$ cat src/rtl/lnrv_exu_wbck_pkg.sv
// ---------------------------------------------------------------------------
// lnrv_exu_wbck_pkg
// Shared constants for the EXU writeback path: number of execution units,
// their bit positions in the one-hot unit select, and the register-file
// index width. The dispatcher encodes its unit select with the same bits.
// ---------------------------------------------------------------------------
package lnrv_exu_wbck_pkg;

   localparam int EXU_UNIT_NUM  = 6;
   localparam int EXU_UNIT_RGLR = 0;
   localparam int EXU_UNIT_LSU  = 1;
   localparam int EXU_UNIT_BRCH = 2;
   localparam int EXU_UNIT_CSR  = 3;
   localparam int EXU_UNIT_SYS  = 4;
   localparam int EXU_UNIT_MDV  = 5;
   localparam int RF_IDX_WIDTH  = 5;

   // One bit per execution unit, one-hot when it names a single op owner.
   typedef logic [EXU_UNIT_NUM-1:0] unit_sel_t;

endpackage

$ cat src/rtl/lnrv_exu_wbck_if.sv
// ---------------------------------------------------------------------------
// lnrv_exu_wbck_if
// Bundle of every signal that crosses the writeback block boundary:
//   dispatch side : disp_hsked, disp_sel, ord_full
//   unit results  : src_wbck_vld/rdy/wen/idx/data (per unit, packed)
//   register file : wbck_vld/rdy/wen/idx/data, wbck_idle
// slave  : the writeback block itself
// master : the surroundings (dispatcher, units, register file)
// ---------------------------------------------------------------------------
interface lnrv_exu_wbck_if #(
   parameter int XLEN = 32
);
   import lnrv_exu_wbck_pkg::*;

   logic                                  disp_hsked;
   unit_sel_t                             disp_sel;
   logic                                  ord_full;
   unit_sel_t                             src_wbck_vld;
   unit_sel_t                             src_wbck_rdy;
   unit_sel_t                             src_wbck_wen;
   logic [EXU_UNIT_NUM*RF_IDX_WIDTH-1:0]  src_wbck_idx;
   logic [EXU_UNIT_NUM*XLEN-1:0]          src_wbck_data;
   logic                                  wbck_vld;
   logic                                  wbck_rdy;
   logic                                  wbck_wen;
   logic [RF_IDX_WIDTH-1:0]               wbck_idx;
   logic [XLEN-1:0]                       wbck_data;
   logic                                  wbck_idle;

   modport master (
      output disp_hsked, disp_sel, src_wbck_vld, src_wbck_wen, src_wbck_idx,
             src_wbck_data, wbck_rdy,
      input  ord_full, src_wbck_rdy, wbck_vld, wbck_wen, wbck_idx, wbck_data,
             wbck_idle
   );

   modport slave (
      input  disp_hsked, disp_sel, src_wbck_vld, src_wbck_wen, src_wbck_idx,
             src_wbck_data, wbck_rdy,
      output ord_full, src_wbck_rdy, wbck_vld, wbck_wen, wbck_idx, wbck_data,
             wbck_idle
   );

endinterface

$ cat src/rtl/lnrv_exu_wbck_ofifo.sv
// ---------------------------------------------------------------------------
// lnrv_exu_wbck_ofifo
// Order FIFO: ORD_DEPTH entries of one-hot unit select, recording dispatch
// order. Pointers wrap by explicit compare so the depth need not be a power
// of two.
// Ports: clk, rst_n (async low), push/push_sel, pop, head (oldest entry),
//        full, empty.
// ---------------------------------------------------------------------------
module lnrv_exu_wbck_ofifo
   import lnrv_exu_wbck_pkg::*;
#(
   parameter int ORD_DEPTH = 4,
   parameter int ORD_PTR_W = 2
) (
   input  logic      clk,
   input  logic      rst_n,
   input  logic      push,
   input  unit_sel_t push_sel,
   input  logic      pop,
   output unit_sel_t head,
   output logic      full,
   output logic      empty
);

   localparam logic [ORD_PTR_W-1:0] PTR_LAST = ORD_PTR_W'(ORD_DEPTH - 1);
   localparam logic [ORD_PTR_W:0]   CNT_FULL = (ORD_PTR_W + 1)'(ORD_DEPTH);

   unit_sel_t              mem [ORD_DEPTH];
   logic [ORD_PTR_W-1:0]   wr_ptr;
   logic [ORD_PTR_W-1:0]   rd_ptr;
   logic [ORD_PTR_W:0]     count;
   logic                   wr_en;
   logic                   rd_en;

   // A push while full is dropped outright; pop never relieves full in the
   // same cycle because full comes from the registered count.
   assign wr_en = push & ~full;
   assign rd_en = pop & ~empty;
   assign full  = (count == CNT_FULL);
   assign empty = (count == '0);
   assign head  = mem[rd_ptr];

   // Entry storage has no reset; contents are only read when count > 0.
   always_ff @(posedge clk) begin
      if (wr_en) mem[wr_ptr] <= push_sel;
   end

   always_ff @(posedge clk or negedge rst_n) begin
      if (!rst_n) begin
         wr_ptr <= '0;
         rd_ptr <= '0;
         count  <= '0;
      end else begin
         if (wr_en) wr_ptr <= (wr_ptr == PTR_LAST) ? '0 : wr_ptr + 1'b1;
         if (rd_en) rd_ptr <= (rd_ptr == PTR_LAST) ? '0 : rd_ptr + 1'b1;
         case ({wr_en, rd_en})
            2'b10:   count <= count + 1'b1;
            2'b01:   count <= count - 1'b1;
            default: count <= count;
         endcase
      end
   end

   a_no_push_when_full : assert property (@(posedge clk) disable iff (!rst_n)
      !(push && full));

   a_head_onehot : assert property (@(posedge clk) disable iff (!rst_n)
      !empty |-> $onehot(head));

endmodule

$ cat src/rtl/lnrv_exu_wbck.sv
// ---------------------------------------------------------------------------
// lnrv_exu_wbck
// EXU return path. Every dispatched op records its unit in the order FIFO;
// only the unit at the FIFO head is granted, so results reach the register
// file in dispatch order no matter how long each unit takes. The accepted
// result lands in a single output register one cycle later.
// Ports: clk, rst_n (async low), bus (lnrv_exu_wbck_if.slave) carrying the
//        dispatch, per-unit result and register-file writeback signals.
// ---------------------------------------------------------------------------
module lnrv_exu_wbck
   import lnrv_exu_wbck_pkg::*;
#(
   parameter int XLEN      = 32,
   parameter int ORD_DEPTH = 4,
   parameter int ORD_PTR_W = 2
) (
   input  logic               clk,
   input  logic               rst_n,
   lnrv_exu_wbck_if.slave     bus
);

   unit_sel_t               head;
   unit_sel_t               src_rdy;
   logic                    ord_empty;
   logic                    ord_full;
   logic                    push;
   logic                    accept;
   logic                    out_free;
   logic                    sel_wen;
   logic [RF_IDX_WIDTH-1:0] sel_idx;
   logic [XLEN-1:0]         sel_data;

   logic                    wbck_vld_q;
   logic                    wbck_wen_q;
   logic [RF_IDX_WIDTH-1:0] wbck_idx_q;
   logic [XLEN-1:0]         wbck_data_q;

   assign push = bus.disp_hsked & (|bus.disp_sel);

   lnrv_exu_wbck_ofifo #(
      .ORD_DEPTH (ORD_DEPTH),
      .ORD_PTR_W (ORD_PTR_W)
   ) u_ofifo (
      .clk      (clk),
      .rst_n    (rst_n),
      .push     (push),
      .push_sel (bus.disp_sel),
      .pop      (accept),
      .head     (head),
      .full     (ord_full),
      .empty    (ord_empty)
   );

   // The output slot can take a new result when it is empty or being drained
   // this cycle, which gives one writeback per cycle under wbck_rdy=1.
   assign out_free = ~wbck_vld_q | bus.wbck_rdy;
   assign src_rdy  = (ord_empty | ~out_free) ? '0 : head;
   assign accept   = |(bus.src_wbck_vld & src_rdy);

   // Head is one-hot, so an AND-OR mux picks the granted unit's result.
   always_comb begin
      sel_wen  = 1'b0;
      sel_idx  = '0;
      sel_data = '0;
      for (int i = 0; i < EXU_UNIT_NUM; i++) begin
         if (head[i]) begin
            sel_wen  = sel_wen  | bus.src_wbck_wen[i];
            sel_idx  = sel_idx  | bus.src_wbck_idx[RF_IDX_WIDTH*i +: RF_IDX_WIDTH];
            sel_data = sel_data | bus.src_wbck_data[XLEN*i +: XLEN];
         end
      end
   end

   // idx/data pass through even when wen=0; the register file qualifies
   // with wbck_wen.
   always_ff @(posedge clk or negedge rst_n) begin
      if (!rst_n) begin
         wbck_vld_q  <= 1'b0;
         wbck_wen_q  <= 1'b0;
         wbck_idx_q  <= '0;
         wbck_data_q <= '0;
      end else if (accept) begin
         wbck_vld_q  <= 1'b1;
         wbck_wen_q  <= sel_wen;
         wbck_idx_q  <= sel_idx;
         wbck_data_q <= sel_data;
      end else if (bus.wbck_rdy) begin
         wbck_vld_q  <= 1'b0;
      end
   end

   assign bus.ord_full     = ord_full;
   assign bus.src_wbck_rdy = src_rdy;
   assign bus.wbck_vld     = wbck_vld_q;
   assign bus.wbck_wen     = wbck_wen_q;
   assign bus.wbck_idx     = wbck_idx_q;
   assign bus.wbck_data    = wbck_data_q;
   assign bus.wbck_idle    = ord_empty & ~wbck_vld_q;

endmodule

$ cat src/flat_wrapper.sv
// flat-port wrapper written by rule: the top's interface ports become plain ports
module lnrv_exu_wbck_flat import lnrv_exu_wbck_pkg::*;
#(
   parameter int XLEN      = 32,
   parameter int ORD_DEPTH = 4,
   parameter int ORD_PTR_W = 2
)
  (clk, rst_n, bus_disp_hsked, bus_disp_sel, bus_src_wbck_vld, bus_src_wbck_wen, bus_src_wbck_idx, bus_src_wbck_data, bus_wbck_rdy, bus_ord_full, bus_src_wbck_rdy, bus_wbck_vld, bus_wbck_wen, bus_wbck_idx, bus_wbck_data, bus_wbck_idle);
  lnrv_exu_wbck_if #(.XLEN(XLEN)) bus_i ();
  input  logic clk;
  input  logic rst_n;
  input wire logic [$bits(bus_i.disp_hsked)-1:0] bus_disp_hsked;
  input wire logic [$bits(bus_i.disp_sel)-1:0] bus_disp_sel;
  input wire logic [$bits(bus_i.src_wbck_vld)-1:0] bus_src_wbck_vld;
  input wire logic [$bits(bus_i.src_wbck_wen)-1:0] bus_src_wbck_wen;
  input wire logic [$bits(bus_i.src_wbck_idx)-1:0] bus_src_wbck_idx;
  input wire logic [$bits(bus_i.src_wbck_data)-1:0] bus_src_wbck_data;
  input wire logic [$bits(bus_i.wbck_rdy)-1:0] bus_wbck_rdy;
  output wire logic [$bits(bus_i.ord_full)-1:0] bus_ord_full;
  output wire logic [$bits(bus_i.src_wbck_rdy)-1:0] bus_src_wbck_rdy;
  output wire logic [$bits(bus_i.wbck_vld)-1:0] bus_wbck_vld;
  output wire logic [$bits(bus_i.wbck_wen)-1:0] bus_wbck_wen;
  output wire logic [$bits(bus_i.wbck_idx)-1:0] bus_wbck_idx;
  output wire logic [$bits(bus_i.wbck_data)-1:0] bus_wbck_data;
  output wire logic [$bits(bus_i.wbck_idle)-1:0] bus_wbck_idle;
  assign bus_i.disp_hsked = bus_disp_hsked;
  assign bus_i.disp_sel = bus_disp_sel;
  assign bus_i.src_wbck_vld = bus_src_wbck_vld;
  assign bus_i.src_wbck_wen = bus_src_wbck_wen;
  assign bus_i.src_wbck_idx = bus_src_wbck_idx;
  assign bus_i.src_wbck_data = bus_src_wbck_data;
  assign bus_i.wbck_rdy = bus_wbck_rdy;
  assign bus_ord_full = bus_i.ord_full;
  assign bus_src_wbck_rdy = bus_i.src_wbck_rdy;
  assign bus_wbck_vld = bus_i.wbck_vld;
  assign bus_wbck_wen = bus_i.wbck_wen;
  assign bus_wbck_idx = bus_i.wbck_idx;
  assign bus_wbck_data = bus_i.wbck_data;
  assign bus_wbck_idle = bus_i.wbck_idle;
  lnrv_exu_wbck #(.XLEN(XLEN), .ORD_DEPTH(ORD_DEPTH), .ORD_PTR_W(ORD_PTR_W)) u_core (.clk(clk), .rst_n(rst_n), .bus(bus_i));
endmodule
$ cat config.mk
export PLATFORM = sky130hd
export DESIGN_NAME = lnrv_exu_wbck_flat
export DESIGN_NICKNAME = d
export VERILOG_FILES = /design/src/rtl/lnrv_exu_wbck_pkg.sv /design/src/rtl/lnrv_exu_wbck_if.sv /design/src/rtl/lnrv_exu_wbck_ofifo.sv /design/src/rtl/lnrv_exu_wbck.sv /design/src/flat_wrapper.sv
export SDC_FILE = /design/constraint.sdc
export NUM_CORES = 1
export LEC_CHECK = 0
export CORE_AREA = 2 2 114 116
export CTS_BUF_LIST = sky130_fd_sc_hd__clkbuf_2 sky130_fd_sc_hd__clkbuf_4 sky130_fd_sc_hd__clkbuf_8
export CTS_CLUSTER_DIAMETER = 100
export DETAILED_ROUTE_END_ITERATION = 8
export DIE_AREA = 0 0 116 118
export PLACE_DENSITY = 0.77
export SYNTH_ARGS = -nofsm -noshare
export SYNTH_HDL_FRONTEND = slang
export SYNTH_SLANG_ARGS = --single-unit
$ cat constraint.sdc
create_clock -name clk -period 3 [get_ports clk]
set_clock_uncertainty 0.05 [all_clocks]
set_input_delay 0.75 -clock clk [delete_from_list [all_inputs] [get_ports clk]]
set_output_delay 0.75 -clock clk [all_outputs]
set_load 0.01 [all_outputs]
==> flow_summary.toml <==
[setup_path]
crit_path_top_delay_cell = "or4_1"
cp-end-kind = "register"
start_kind = "primary input"
critPathTopFamily = "simple AND/OR/NAND/NOR gates"
worstPathMaxFanout = 2
worst-endpoint-arrival_ps = 2990
cpPeakStageDelay_ps = 540
crit_buf_inv = 3
worstSetupPathType = "primary input to register"
required_ps = 3210
crit_chain = "clkdlybuf4s50_1 > or4_1 > nor3_1 > nor3b_1 > inv_1 > ha_1 > inv_1 > fa_1 > xor2_1 > nor2_1 > xor2_1"

[cells_and_area]
num-fill-cells = 1031
fin_nets = 885
final_util_pct = 60.3
antenna_cells = 0
synthToLayoutAreaGrowth_pct = 79.6
stdcell_count = 811
drive_above_1_share_pct = 14.2

[yosys]
yosysWarnings = 0
ys_async_sr_fraction_pct = 65.7
synth_top_area_share_pct = 27.6
synth_ff_type = "dfrtp_1"
yosys.cell_count.top_type = "a22oi_1"
synth_area_sq_um = 4170
synth_seq_cells = 70
synth_common_cells = "a22oi_1 (114), dfrtp_1 (46), mux2_4 (38), nand3_1 (38), edfxtp_1 (24)"
synth_area_per_cell_sq_um = 12.2
synth_nets = 594
synthTopCellsByArea = "dfrtp_1 (28%), a22oi_1 (21%), edfxtp_1 (17%)"
synth_edf_count = 24
postSynthCellCount = 343
yosysSeqAreaShare_pct = 44.9
ys_types = 28
synth_top_area_cell = "dfrtp_1"

[grt]
grt.overflow.total = 0
track_usage_pct = 24.1
grt_start_max_net_pins = 47
antenna_found_initial = 0
grt_pass1_wl_mm = 25.0
grt_pass1_vias = 4391

[clock_tree]
root_buffer = "clkbuf_8"
path_clk_slew_ps = 80
clockBufferDepth = 2
numCtsBuffers = 9
clkLatencyLatePin_ps = 330
cts_tree = "built"
cts_sinks = 70
cts_hold_buffers = 0
cts_max_level = 3
cts_setup_buffers = 0

[die]
die_height_um = 118
die_w_um = 116
die_area_sq_um = 13700
start_util_pct = 33.6
io_pins = 291
row_count = 41
core_sq_um = 12400

[pwr]
p_int_uw = 3770
swShare_pct = 40.7
p_leak_uw = 0.00293
p_clk_share_pct = 11.7
seqPwrFrac_pct = 23.6
switchingPower_uw = 2590
p_per_area_nw_per_um2 = 849
comb_power_share_pct = 64.7
peakVddDrop_mv = 0.575

[sta]
hold_viol = 0
worst_slew_margin_rel_pct = 28.3
tightestPinTransition_ps = 1080
setup_violations = 0
rsz0062_at_grt = "no"
period_share_pct = 92.6
slew_violations = 0
timing.final.ws_setup_ps = 223
fin_crit_ps = 2780
timing.fmax_ghz = 0.360

[drt]
initialDrtViolationCount = 317
wl_mm = 17.3
drc = 0
drt-pass1-iter-count = 5
viasPerCell = 5.33
vias = 4321
antenna_left = 0
post_drt_wl_per_cell_um = 21.3

[run]
drv_cap = 0

[placement]
pre_cts_ws_ps = -137
gp_congestion = 0.888
io_buffers = 290
dp_hpwl_mm = 13.2
dp.cells = 795

[status]
status = "finished clean"

[min_path]
hold_class = "register to register"
-- metal layers --
metal | GRT usage [%] | up-vias | wire, um
met3 | 4.63 | 35 | 1380
met2 | 41.3 | 225 | 8660
met4 | 8.04 | 0 | 476
met5 | 0 | - | 0
met1 | 30.0 | 2105 | 6790
li1 | - | 1956 | -
-- flip-flops by register name, indices dropped and copies added, names as in the netlist --
register	cells
u_core.u_ofifo.wr_ptr	2
u_core.bus.wbck_data	32
u_core.u_ofifo.count	3
u_core.u_ofifo.mem	24
u_core.bus.wbck_vld	1
u_core.u_ofifo.rd_ptr	2
u_core.bus.wbck_wen	1
u_core.bus.wbck_idx	5
-- what timing repair did --
item                       4_1_cts  5_1_grt
cloned                           0        0
setup endpoints to repair        6        1
hold endpoints to repair         0        0
resized for setup                9        1
-- stage by stage --
step	power, uW	area, sq um	hold WS [ps]	TNS, ps
after floorplan	4060	4170	404	0
final	6360	7490	459	0
after global placement	5540	7290	443	-548
after global routing	6710	7490	474	0
after detailed placement	5630	7290	441	-727
after CTS	6370	7480	460	0
-- cell families (layout without fill, tap and decap cells) --
logic type | after synthesis | count (layout) | synth area share [%]
AO/OA/AOI/OAI | 120 | 120 | 22.3
flip-flops | 70 | 70 | 44.9
AND/OR/NAND/NOR | 57 | 57 | 7.23
multiplexers | 49 | 49 | 18.2
buffers and inverters | 37 | 333 | 4.41
adder cells (fa/ha/maj) | 7 | 7 | 2.28
XOR/XNOR | 3 | 3 | 0.630
-- placed cells by master, fill, tap and decap left out, drive strengths merged, types with 2 or more instances in the layout --
cell type      instances
ha                     6
nand3                 38
nor2b                  6
mux2                  42
and2                   4
buf                   21
a22oi                117
inv                    8
nor2                   3
clkdlybuf4s50        283
xor2                   2
dlygate4sd2            5
a21o                   2
edfxtp                24
dfrtp                 46
clkinv                 4
clkbuf                10
mux4                   6
nor3                   2
-- area by class of cell --
type	count	area (sq um)	share of cell area [%]
Clock inverter	6	61.3	0.819
Tap cell	172	215	2.87
Inverter	7	26.3	0.351
Sequential cell	70	1870	25.0
Multi-Input combinational cell	236	2120	28.4
Timing Repair Buffer	310	3060	40.8
Clock buffer	10	131	1.75
-- power by group through the flow --
stage / Sequential, uW / Clock [uW] / Combinational, uW
global route: 1540 / 805 / 4370
CTS: 1500 / 759 / 4110
global placement: 1510 / 0 / 4030
floorplan: 1530 / 0 / 2540
finish: 1500 / 741 / 4120
detailed placement: 1520 / 0 / 4110
-- worst paths after layout --
kind                                                            from                              endpoint  slack (ps)  cells past startpoint
worst max-delay path                                 bus_disp_sel[3]   u_core.u_ofifo.count[2]$_DFFE_PN0P_         220                     11
worst max register to register  u_core.u_ofifo.rd_ptr[0]$_DFFE_PN0P_  u_core.u_ofifo.rd_ptr[0]$_DFFE_PN0P_         510                      6
worst min-delay path            u_core.bus.wbck_data[20]$_DFFE_PN0N_  u_core.bus.wbck_data[20]$_DFFE_PN0N_         460                      1
min in group asynchronous                                      rst_n   u_core.u_ofifo.count[2]$_DFFE_PN0P_         550                      1
worst min register to register  u_core.bus.wbck_data[20]$_DFFE_PN0N_  u_core.bus.wbck_data[20]$_DFFE_PN0N_         460                      1
max in group asynchronous                                      rst_n  u_core.u_ofifo.rd_ptr[0]$_DFFE_PN0P_        1630                      1
-- worst reg2reg max path: cells and delay by family, from the launching register on --
family / cells / cell delay (ps)
compound gates: 2 / 390
mux: 2 / 960
flops: 1 / 530
buf+inv: 2 / 460
Power figures use the tool's default switching activity.
